[src/rtl/lfsr_prng_pkg.sv]
// Shared constants for the Fibonacci LFSR PRNG: width limits and the
// maximal-length tap table (one mask per width, bit tap-1 set).
package lfsr_prng_pkg;

    localparam int MIN_WIDTH = 3;
    localparam int MAX_WIDTH = 32;

    // Index is the register width; each mask is XOR-feedback maximal-length.
    localparam logic [31:0] TAP_TABLE [MIN_WIDTH:MAX_WIDTH] = '{
        32'h0000_0006,  // 3:  3,2
        32'h0000_000C,  // 4:  4,3
        32'h0000_0014,  // 5:  5,3
        32'h0000_0030,  // 6:  6,5
        32'h0000_0060,  // 7:  7,6
        32'h0000_00B8,  // 8:  8,6,5,4
        32'h0000_0110,  // 9:  9,5
        32'h0000_0240,  // 10: 10,7
        32'h0000_0500,  // 11: 11,9
        32'h0000_0829,  // 12: 12,6,4,1
        32'h0000_100D,  // 13: 13,4,3,1
        32'h0000_2015,  // 14: 14,5,3,1
        32'h0000_6000,  // 15: 15,14
        32'h0000_D008,  // 16: 16,15,13,4
        32'h0001_2000,  // 17: 17,14
        32'h0002_0400,  // 18: 18,11
        32'h0004_0023,  // 19: 19,6,2,1
        32'h0009_0000,  // 20: 20,17
        32'h0014_0000,  // 21: 21,19
        32'h0030_0000,  // 22: 22,21
        32'h0042_0000,  // 23: 23,18
        32'h00E1_0000,  // 24: 24,23,22,17
        32'h0120_0000,  // 25: 25,22
        32'h0200_0023,  // 26: 26,6,2,1
        32'h0400_0013,  // 27: 27,5,2,1
        32'h0900_0000,  // 28: 28,25
        32'h1400_0000,  // 29: 29,27
        32'h2000_0029,  // 30: 30,6,4,1
        32'h4800_0000,  // 31: 31,28
        32'h8020_0003   // 32: 32,22,2,1
    };

    function automatic logic [31:0] taps_for(input int width);
        if (width < MIN_WIDTH || width > MAX_WIDTH) begin
            return '0;
        end
        return TAP_TABLE[width];
    endfunction

endpackage

[src/rtl/lfsr_prng_if.sv]
// Output bundle of the LFSR PRNG: one random word per clock, no handshake.
interface lfsr_prng_if #(
    parameter int DATA_WIDTH = 32
);
    logic [DATA_WIDTH-1:0] dout;

    modport master (output dout);
    modport slave  (input  dout);
endinterface

[src/rtl/lfsr_prng.sv]
// Free-running maximal-length Fibonacci LFSR; dout is the state register.
// Optional all-zero state recovery: LFSR_PRNG_LOCKUP_RECOVERY_EN.
module lfsr_prng
    import lfsr_prng_pkg::*;
#(
    parameter int          DATA_WIDTH = 32,
    parameter logic [31:0] SEED       = 32'd1
) (
    input  logic         clk,
    input  logic         rst,
    lfsr_prng_if.master  prng_o
);

    if (DATA_WIDTH < MIN_WIDTH || DATA_WIDTH > MAX_WIDTH) begin : g_width_check
        $error("lfsr_prng: DATA_WIDTH %0d outside legal range %0d..%0d",
               DATA_WIDTH, MIN_WIDTH, MAX_WIDTH);
    end

    localparam logic [31:0]           TAP_MASK = taps_for(DATA_WIDTH);
    localparam logic [DATA_WIDTH-1:0] TAPS_W   = TAP_MASK[DATA_WIDTH-1:0];
    localparam logic [DATA_WIDTH-1:0] SEED_W   = SEED[DATA_WIDTH-1:0];

    logic [DATA_WIDTH-1:0] q_q;
    logic [DATA_WIDTH-1:0] q_d;
    logic                  fb;

`ifdef LFSR_PRNG_LOCKUP_RECOVERY_EN
    // A zero seed would re-lock immediately, so recovery falls back to 1.
    localparam logic [DATA_WIDTH-1:0] RECOVER_W =
        (SEED_W == '0) ? DATA_WIDTH'(1) : SEED_W;
`endif

    always_comb begin
        fb  = ^(q_q & TAPS_W);
        q_d = {q_q[DATA_WIDTH-2:0], fb};
`ifdef LFSR_PRNG_LOCKUP_RECOVERY_EN
        if (q_q == '0) begin
            q_d = RECOVER_W;
        end
`endif
    end

    always_ff @(posedge clk or posedge rst) begin
        if (rst) begin
            q_q <= SEED_W;
        end else begin
            q_q <= q_d;
        end
    end

    assign prng_o.dout = q_q;

endmodule

[src/flat_wrapper.sv]
// flat-port wrapper written by rule: the top's interface ports become plain ports
module lfsr_prng_flat import lfsr_prng_pkg::*;
#(
    parameter int          DATA_WIDTH = 32,
    parameter logic [31:0] SEED       = 32'd1
)
  (clk, rst, prng_o_dout);
  lfsr_prng_if #(.DATA_WIDTH(DATA_WIDTH)) prng_o_i ();
  input  logic clk;
  input  logic rst;
  output wire logic [$bits(prng_o_i.dout)-1:0] prng_o_dout;
  assign prng_o_dout = prng_o_i.dout;
  lfsr_prng #(.DATA_WIDTH(DATA_WIDTH), .SEED(SEED)) u_core (.clk(clk), .rst(rst), .prng_o(prng_o_i));
endmodule
[config.mk]
export PLATFORM = sky130hd
export DESIGN_NAME = lfsr_prng_flat
export DESIGN_NICKNAME = d
export VERILOG_FILES = /design/src/rtl/lfsr_prng_pkg.sv /design/src/rtl/lfsr_prng_if.sv /design/src/rtl/lfsr_prng.sv /design/src/flat_wrapper.sv
export SDC_FILE = /design/constraint.sdc
export NUM_CORES = 1
export LEC_CHECK = 0
export BUFFER_PORTS_ARGS = -buffer_cell sky130_fd_sc_hd__buf_2
export CORE_ASPECT_RATIO = 0.7
export CORE_UTILIZATION = 37
export CTS_BUF_LIST = sky130_fd_sc_hd__clkbuf_4
export CTS_CLUSTER_SIZE = 20
export DETAILED_ROUTE_END_ITERATION = 7
export GPL_ROUTABILITY_DRIVEN = 0
export PLACE_DENSITY = 0.6
export RECOVER_POWER = 100
export SLEW_MARGIN = 20
export SYNTH_ARGS = -nofsm -noshare
export SYNTH_HDL_FRONTEND = slang
export SYNTH_SLANG_ARGS = --single-unit
export TNS_END_PERCENT = 1
[constraint.sdc]
create_clock -name clk -period 1.3 [get_ports clk]
set_input_delay 0.13 -clock clk [delete_from_list [all_inputs] [get_ports clk]]
set_output_delay 0.13 -clock clk [all_outputs]
set_load 0.01 [all_outputs]
After elaboration in Yosys (flattened, before gate mapping). Index checks and enable logic that the tools add are counted. W data, S select, Z words.

Reductions and logical operators: 1.

Operators by type and width (count): $reduce_xor A32 Y1 (1).

Bits in registers: 32. Input bits: 2. Output and inout port bits: 32. Logic and storage cells: 2.

Longest topological paths before layout. Gate-level depths: netlist (run 1).

Word-level depth: 1. Mapped depth: 2. Gate-level depth less buffers: 2.

Worst setup path after synthesis (run 1). No wires, ideal clock.

Path kind: flip-flop to flip-flop. Start: register u_core.q_q[0], in the netlist u_core.prng_o.dout[0]. End: register u_core.q_q[0], in the netlist u_core.prng_o.dout[0]. Setup time: 0.075 ns. Arrival time: 0.843 ns. Setup slack: 0.382 ns. Stages on the path, launching flop included: 3. Path buffers: 0. Clock period less this slack: 0.918 ns. Cell sequence: dfstp_2 > xor2_1 > xnor2_1.

Cells in the longest elaborated chain, start to end: 1.

Ends and longest elaborated chain: start: declaration (line lfsr_prng.sv:23) `logic [DATA_WIDTH-1:0] q_q;`; start signal: assignment (line lfsr_prng.sv:47) `q_q <= q_d;`; $reduce_xor A32 Y1 (line lfsr_prng.sv:34) `fb = ^(q_q & TAPS_W);`; named net u_core.fb (line lfsr_prng.sv:25) `logic fb;`.

The timed path passes the listed nets, and every way through them passes these cells.

Worst setup path in the final report (run 1).
Start: register u_core.q_q[0], in the netlist u_core.prng_o.dout[0]. End: output prng_o_dout[0].

RTL lines: end: declaration (line flat_wrapper.sv:11) `output wire logic [$bits(prng_o_i.dout)-1:0] prng_o_dout;`.

No word-level cell between the ends.

==> results of run 1 <==
-- stage by stage --
step                      power (mW)  setup WS [ps]  hold WS, ps
after floorplan                 1.03            382          245
after detailed placement        1.04            384          224
final                           1.73            124          377
after CTS                       1.77            147          373
after global routing            1.81           67.9          375
after global placement          1.04            397          218
-- cell usage in the layout, fill, tap and decap left out --
cell            n
dfstp_1         1
clkbuf_2        1
clkinvlp_4      1
clkinv_2        1
clkbuf_4        5
buf_2           1
xor2_1          1
inv_1           1
bufinv_16       1
clkbuf_1       32
dlygate4sd3_1   1
dfrtp_1        31
xnor2_1         2
-- cells by family (layout without fill, tap and decap cells) --
logic type	Yosys count	count (layout)	synth area share, %
XOR/XNOR	3	3	3.16
buffers and inverters	1	44	0.451
flip-flops	32	32	96.4
-- routing by layer --
layer	routed length [um]	part of all wire [%]	vias to the layer above
li1	-	-	197
met1	630	50	221
met2	533	43	21
met3	86	6.9	0
met4	0	0	0
met5	0	0	-
-- area by class of cell --
class                           count  area (um2)  share of cell area, %
Sequential cell                    32         802                   73.6
Timing Repair Buffer               35         140                   12.9
Inverter                            1        3.75                  0.344
Clock inverter                      3        42.5                   3.90
Clock buffer                        5        37.5                   3.44
Multi-Input combinational cell      3        26.3                   2.41
Tap cell                           30        37.5                   3.44
-- timing repair --
item | 4_1_cts | 5_1_grt
buffers inserted | 0 | 0
hold buffers | 1 | 0
endpoints found under the setup margin | 0 | 0
endpoints found under the hold margin | 31 | 0
-- power groups by stage --
stage | clock network (mW) | registers, mW | logic (mW)
4_1_cts | 0.746 | 0.995 | 0.0252
2_1_floorplan | 0 | 1.01 | 0.0147
5_1_grt | 0.792 | 0.995 | 0.0278
6_report | 0.711 | 0.995 | 0.0227
3_5_place_dp | 0 | 1.01 | 0.0229
3_3_place_gp | 0 | 1.01 | 0.0223
-- worst paths after layout --
check	cells after the start	slack [ps]	end	start
worst min register to register	0	380	u_core.prng_o.dout[11]$_DFF_PP0_	u_core.prng_o.dout[10]$_DFF_PP0_
worst max-delay path	1	120	prng_o_dout[0]	u_core.prng_o.dout[0]$_DFF_PP1_
max in group asynchronous	4	260	u_core.prng_o.dout[23]$_DFF_PP0_	rst
min in group asynchronous	4	560	u_core.prng_o.dout[16]$_DFF_PP0_	rst
worst min-delay path	0	380	u_core.prng_o.dout[11]$_DFF_PP0_	u_core.prng_o.dout[10]$_DFF_PP0_
worst max register to register	2	340	u_core.prng_o.dout[0]$_DFF_PP1_	u_core.prng_o.dout[0]$_DFF_PP1_
==> impl_metrics.py, run 1 <==
metrics = {
    "clock_tree": {
        "clk_pin_slew_ps": 100,
        "cts_resized": 0,
        "clockBufferDepth": 2,
        "cts_buffers": 5,
        "tritoncts": "done",
        "insertion_delay_ps": 310,
        "clock_sink_count": 32,
        "ctsHtreeMaxLevel": 2,
        "root_buffer": "clkbuf_4",
    },
    "global_route": {
        "gr-total-overflow": 0,
        "grt_pass1_wl_um": 2010,
        "antenna_found_initial": 0,
        "grt_max_degree": 33,
        "use_met1_pct": 17.6,
        "grt.total_usage_pct": 12.3,
        "met2_usage_pct": 14.5,
        "busiest_layer": "met1",
        "grt_pass1_vias": 434,
        "met3_usage_pct": 6.54,
    },
    "synth": {
        "syn_avg_cell_area_um2": 23.1,
        "synth-seq-area-share_pct": 96.4,
        "ys_types": 5,
        "synth_common_cells": "31 x dfrtp_1, 2 x xnor2_1, 1 x dfstp_2, 1 x inv_1, 1 x xor2_1",
        "netlist_top_cells_area": "dfrtp_1 93%, dfstp_2 3.2%, xnor2_1 2.1%, xor2_1 1.1%, inv_1 0.45%",
        "yosysTopAreaCellShare_pct": 93.2,
        "yosys_warnings": 0,
        "synth.most_common_cell": "dfrtp_1",
        "ys.flop_type": "dfrtp_1",
        "synth-seq-cells": 32,
        "synth_top_cell_by_area": "dfrtp_1",
        "syn_area_um2": 832,
        "synth-async-reset-ratio_pct": 100,
        "synth_nets": 38,
        "synth_edf_count": 0,
        "syn-instance-count": 36,
    },
    "routing": {
        "ant_nets": 0,
        "first_iter_violations": 14,
        "drc": 0,
        "firstDrtPassIters": 2,
        "drt-total-wl_um": 1250,
        "dr_total_vias": 439,
        "route.detailed.wl_per_inst_um": 11.5,
        "viasPerCell": 4.03,
    },
    "sta": {
        "setup_viol_count_final": 0,
        "finalCriticalPeriod_ps": 1180,
        "rsz0062_at_grt": "false",
        "maxSlewHeadroom_pct": 50.2,
        "min_period_over_period_pct": 90.5,
        "hold_viol": 0,
        "maxSlewViolCount": 0,
        "tns_ps": 0,
        "fin_skew_ps": 8.34,
        "timing.fmax_mhz": 850,
        "tightest_slew_ps": 747,
    },
    "pwr": {
        "internal_power_mw": 1.40,
        "powerDensity_nw_per_um2": 1590,
        "switching_power_mw": 0.329,
        "irDropWorstVdd_mv": 0.701,
        "p_leak_nw": 0.553,
        "switching_share_pct": 19.0,
        "pwr-share-clk_pct": 41.2,
        "p_comb_share_pct": 1.3,
        "pwr-share-seq_pct": 57.5,
    },
    "place": {
        "port_buffers": 33,
        "dp.cells": 100,
        "dp_hpwl_um": 850,
        "post_dp_cell_area_um2": 1040,
    },
    "setup_path": {
        "critPathKind": "flop to primary output",
        "critPathCaptureType": "primary output",
        "cp-start-kind": "flop",
        "cp_top_family": "flip-flops",
        "critical_path_buf_inv_count": 1,
        "worstPathRequired_ps": 1170,
        "critPathMaxStageDelay_ps": 570,
        "crit_chain": "clkbuf_1",
        "worstPathArrival_ps": 1050,
        "slowest_stage": "dfstp_1",
        "worst-path-max-fanout": 3,
    },
    "floorplan": {
        "initial_core_util_pct": 41.9,
        "core-area_um2": 1980,
        "dieArea_um2": 2450,
        "dieHeight_um": 41.7,
        "rows": 13,
        "ios": 34,
        "die_x_um": 58.7,
    },
    "layout": {
        "drive_above_1_share_pct": 12.7,
        "fillers": 185,
        "nets": 80,
        "fin_util_pct": 54.9,
        "layoutNonFillerInstCount": 109,
        "fin_area_um2": 1090,
        "n_antenna_cell": 0,
        "area_growth_pct": 31.0,
        "largest_reg_flops": 32,
    },
    "flow_run": {
        "drv_cap": 0,
    },
    "run_status": {
        "outcome": "complete, no violations",
    },
    "worst_hold_path": {
        "hold_path_class": "flop to flop",
    },
}
Power figures use the tool's default switching activity.
==> inputs of run 2 (changes only) <==
- clock period: 1.3 -> 1.34 ns (I/O delays scaled with it)
==> run 2 against run 1 <==
  * Clock-buffer cell count up 2
  * Via count up 1.1%
  * Design area down 2.1%
  * Sequential cell count unchanged
  * Register-to-register slack better by 50 ps
  * Combinational power down 2%
  * Utilization down 1.1 points
  * Die area unchanged
  * Setup slack better by 20 ps
  * Final cell count unchanged
  * Clock power down 26%
  * Critical path type unchanged
  * Highest routed layer unchanged
==> impl_metrics.py, run 2 (same netlist as run 1, synthesis figures left out) <==
metrics = {
    "setup_path": {
        "worst-path-max-fanout": 3,
        "cp_top_family": "flip-flops",
        "critical_path_buf_inv_count": 1,
        "critPathKind": "flop to primary output",
        "worstPathArrival_ps": 1060,
        "slowest_stage": "dfstp_1",
        "crit_chain": "clkbuf_1",
        "critPathMaxStageDelay_ps": 570,
        "worstPathRequired_ps": 1210,
        "cp-start-kind": "flop",
        "critPathCaptureType": "primary output",
    },
    "pwr": {
        "powerDensity_nw_per_um2": 1420,
        "p_comb_share_pct": 1.5,
        "switching_share_pct": 19.9,
        "pwr-share-clk_pct": 34.9,
        "pwr-share-seq_pct": 63.7,
        "irDropWorstVdd_mv": 0.839,
        "internal_power_mw": 1.21,
        "switching_power_mw": 0.302,
        "p_leak_nw": 0.548,
        "total_power_mw": 1.52,
    },
    "layout": {
        "n_antenna_cell": 0,
        "layout_common_cells": "32 x clkbuf_1, 31 x dfrtp_1, 7 x clkbuf_4",
        "nets": 80,
        "layout_commonest_cell": "clkbuf_1",
        "drive_above_1_share_pct": 12.7,
        "area_growth_pct": 28.3,
        "largest_reg_flops": 32,
    },
    "floorplan": {
        "dieArea_um2": 2450,
        "initial_core_util_pct": 41.9,
        "die_x_um": 58.7,
        "rows": 13,
        "core-area_um2": 1980,
        "dieHeight_um": 41.7,
        "ios": 34,
    },
    "global_route": {
        "grt_pass1_wl_um": 1920,
        "grt.total_usage_pct": 12.2,
        "antenna_found_initial": 0,
        "grt_pass1_vias": 418,
        "grt_max_degree": 33,
        "gr-total-overflow": 0,
    },
    "place": {
        "dp_hpwl_um": 839,
        "port_buffers": 33,
    },
    "clock_tree": {
        "cts_hold_buf": 1,
        "postCtsSetupBuffers": 0,
        "insertion_delay_ps": 320,
        "cts_buffers": 5,
        "clk_pin_slew_ps": 90,
        "root_buffer": "clkbuf_4",
        "ctsHtreeMaxLevel": 2,
        "clockBufferDepth": 2,
        "tritoncts": "done",
        "clock_sink_count": 32,
        "cts_resized": 0,
    },
    "routing": {
        "ant_nets": 0,
        "drt-total-wl_um": 1270,
        "top_layer": "met3",
        "drc": 0,
        "wl_met3_um": 149,
        "first_iter_violations": 3,
        "viasPerCell": 4.07,
        "wl_met1_um": 621,
        "route.detailed.wl_per_inst_um": 11.6,
        "dr_total_vias": 444,
        "wl_met2_um": 495,
        "firstDrtPassIters": 2,
    },
    "sta": {
        "hold_viol": 0,
        "fin_skew_ps": 7.65,
        "setup_viol_count_final": 0,
        "finalCriticalPeriod_ps": 1200,
        "maxSlewViolCount": 0,
        "tightest_slew_ps": 747,
        "maxSlewHeadroom_pct": 50.2,
        "tns_ps": 0,
        "rsz0062_at_grt": "false",
        "min_period_over_period_pct": 89.3,
        "timing.fmax_mhz": 836,
    },
    "run_status": {
        "outcome": "complete, no violations",
    },
    "flow_run": {
        "drv_cap": 0,
    },
    "worst_hold_path": {
        "hold_path_class": "flop to flop",
    },
}
run 2: cell count changes in the layout (fill, tap and decap cells not counted):
cell        previous run  this run
clkinvlp_4             1         0
clkbuf_4               5         7
bufinv_16              1         0
run 2: worst paths after layout:
kind                                                  start                                to  slack, ps  depth (start not counted)
hold / removal             u_core.prng_o.dout[24]$_DFF_PP0_  u_core.prng_o.dout[25]$_DFF_PP0_        370                          0
setup reg to reg            u_core.prng_o.dout[0]$_DFF_PP1_   u_core.prng_o.dout[0]$_DFF_PP1_        390                          2
min in group asynchronous                               rst  u_core.prng_o.dout[22]$_DFF_PP0_        580                          4
max in group asynchronous                               rst  u_core.prng_o.dout[24]$_DFF_PP0_        290                          4
hold reg to reg            u_core.prng_o.dout[24]$_DFF_PP0_  u_core.prng_o.dout[25]$_DFF_PP0_        370                          0
setup / recovery            u_core.prng_o.dout[0]$_DFF_PP1_                    prng_o_dout[0]        140                          1
run 2: through the flow:
stage,hold slack [ps],area [um2],setup WS [ps],util [%],cells
global route,388,1070,72.3,53.8,109
CTS,371,1110,171,55.9,109
detailed placement,233,1040,429,52.5,100
finish,372,1070,143,53.8,109
global placement,222,1040,437,52.5,100
floorplan,249,832,422,-,36
run 2: power by group through the flow:
stage / registers (mW) / logic, mW / clock network, mW
floorplan: 0.984 / 0.0142 / 0
global placement: 0.984 / 0.0217 / 0
detailed placement: 0.984 / 0.0223 / 0
CTS: 0.965 / 0.0243 / 0.554
global route: 0.965 / 0.0267 / 0.597
finish: 0.965 / 0.0223 / 0.528
run 2: final cells by class:
type                    count  area, um2
well taps                  30       37.5
repair buffers             35        140
clock buffers               7       52.6
clock inverters             1       5.00
multi-input cells           3       26.3
flip-flops and latches     32        802
fillers                   179        917
inverters                   1       3.75
run 2: per-layer routing:
metal	track usage [%]	up-vias
li1	-	196
met1	15.3	224
met2	14.5	24
met3	10.3	0
met4	5.71	0
met5	0	-
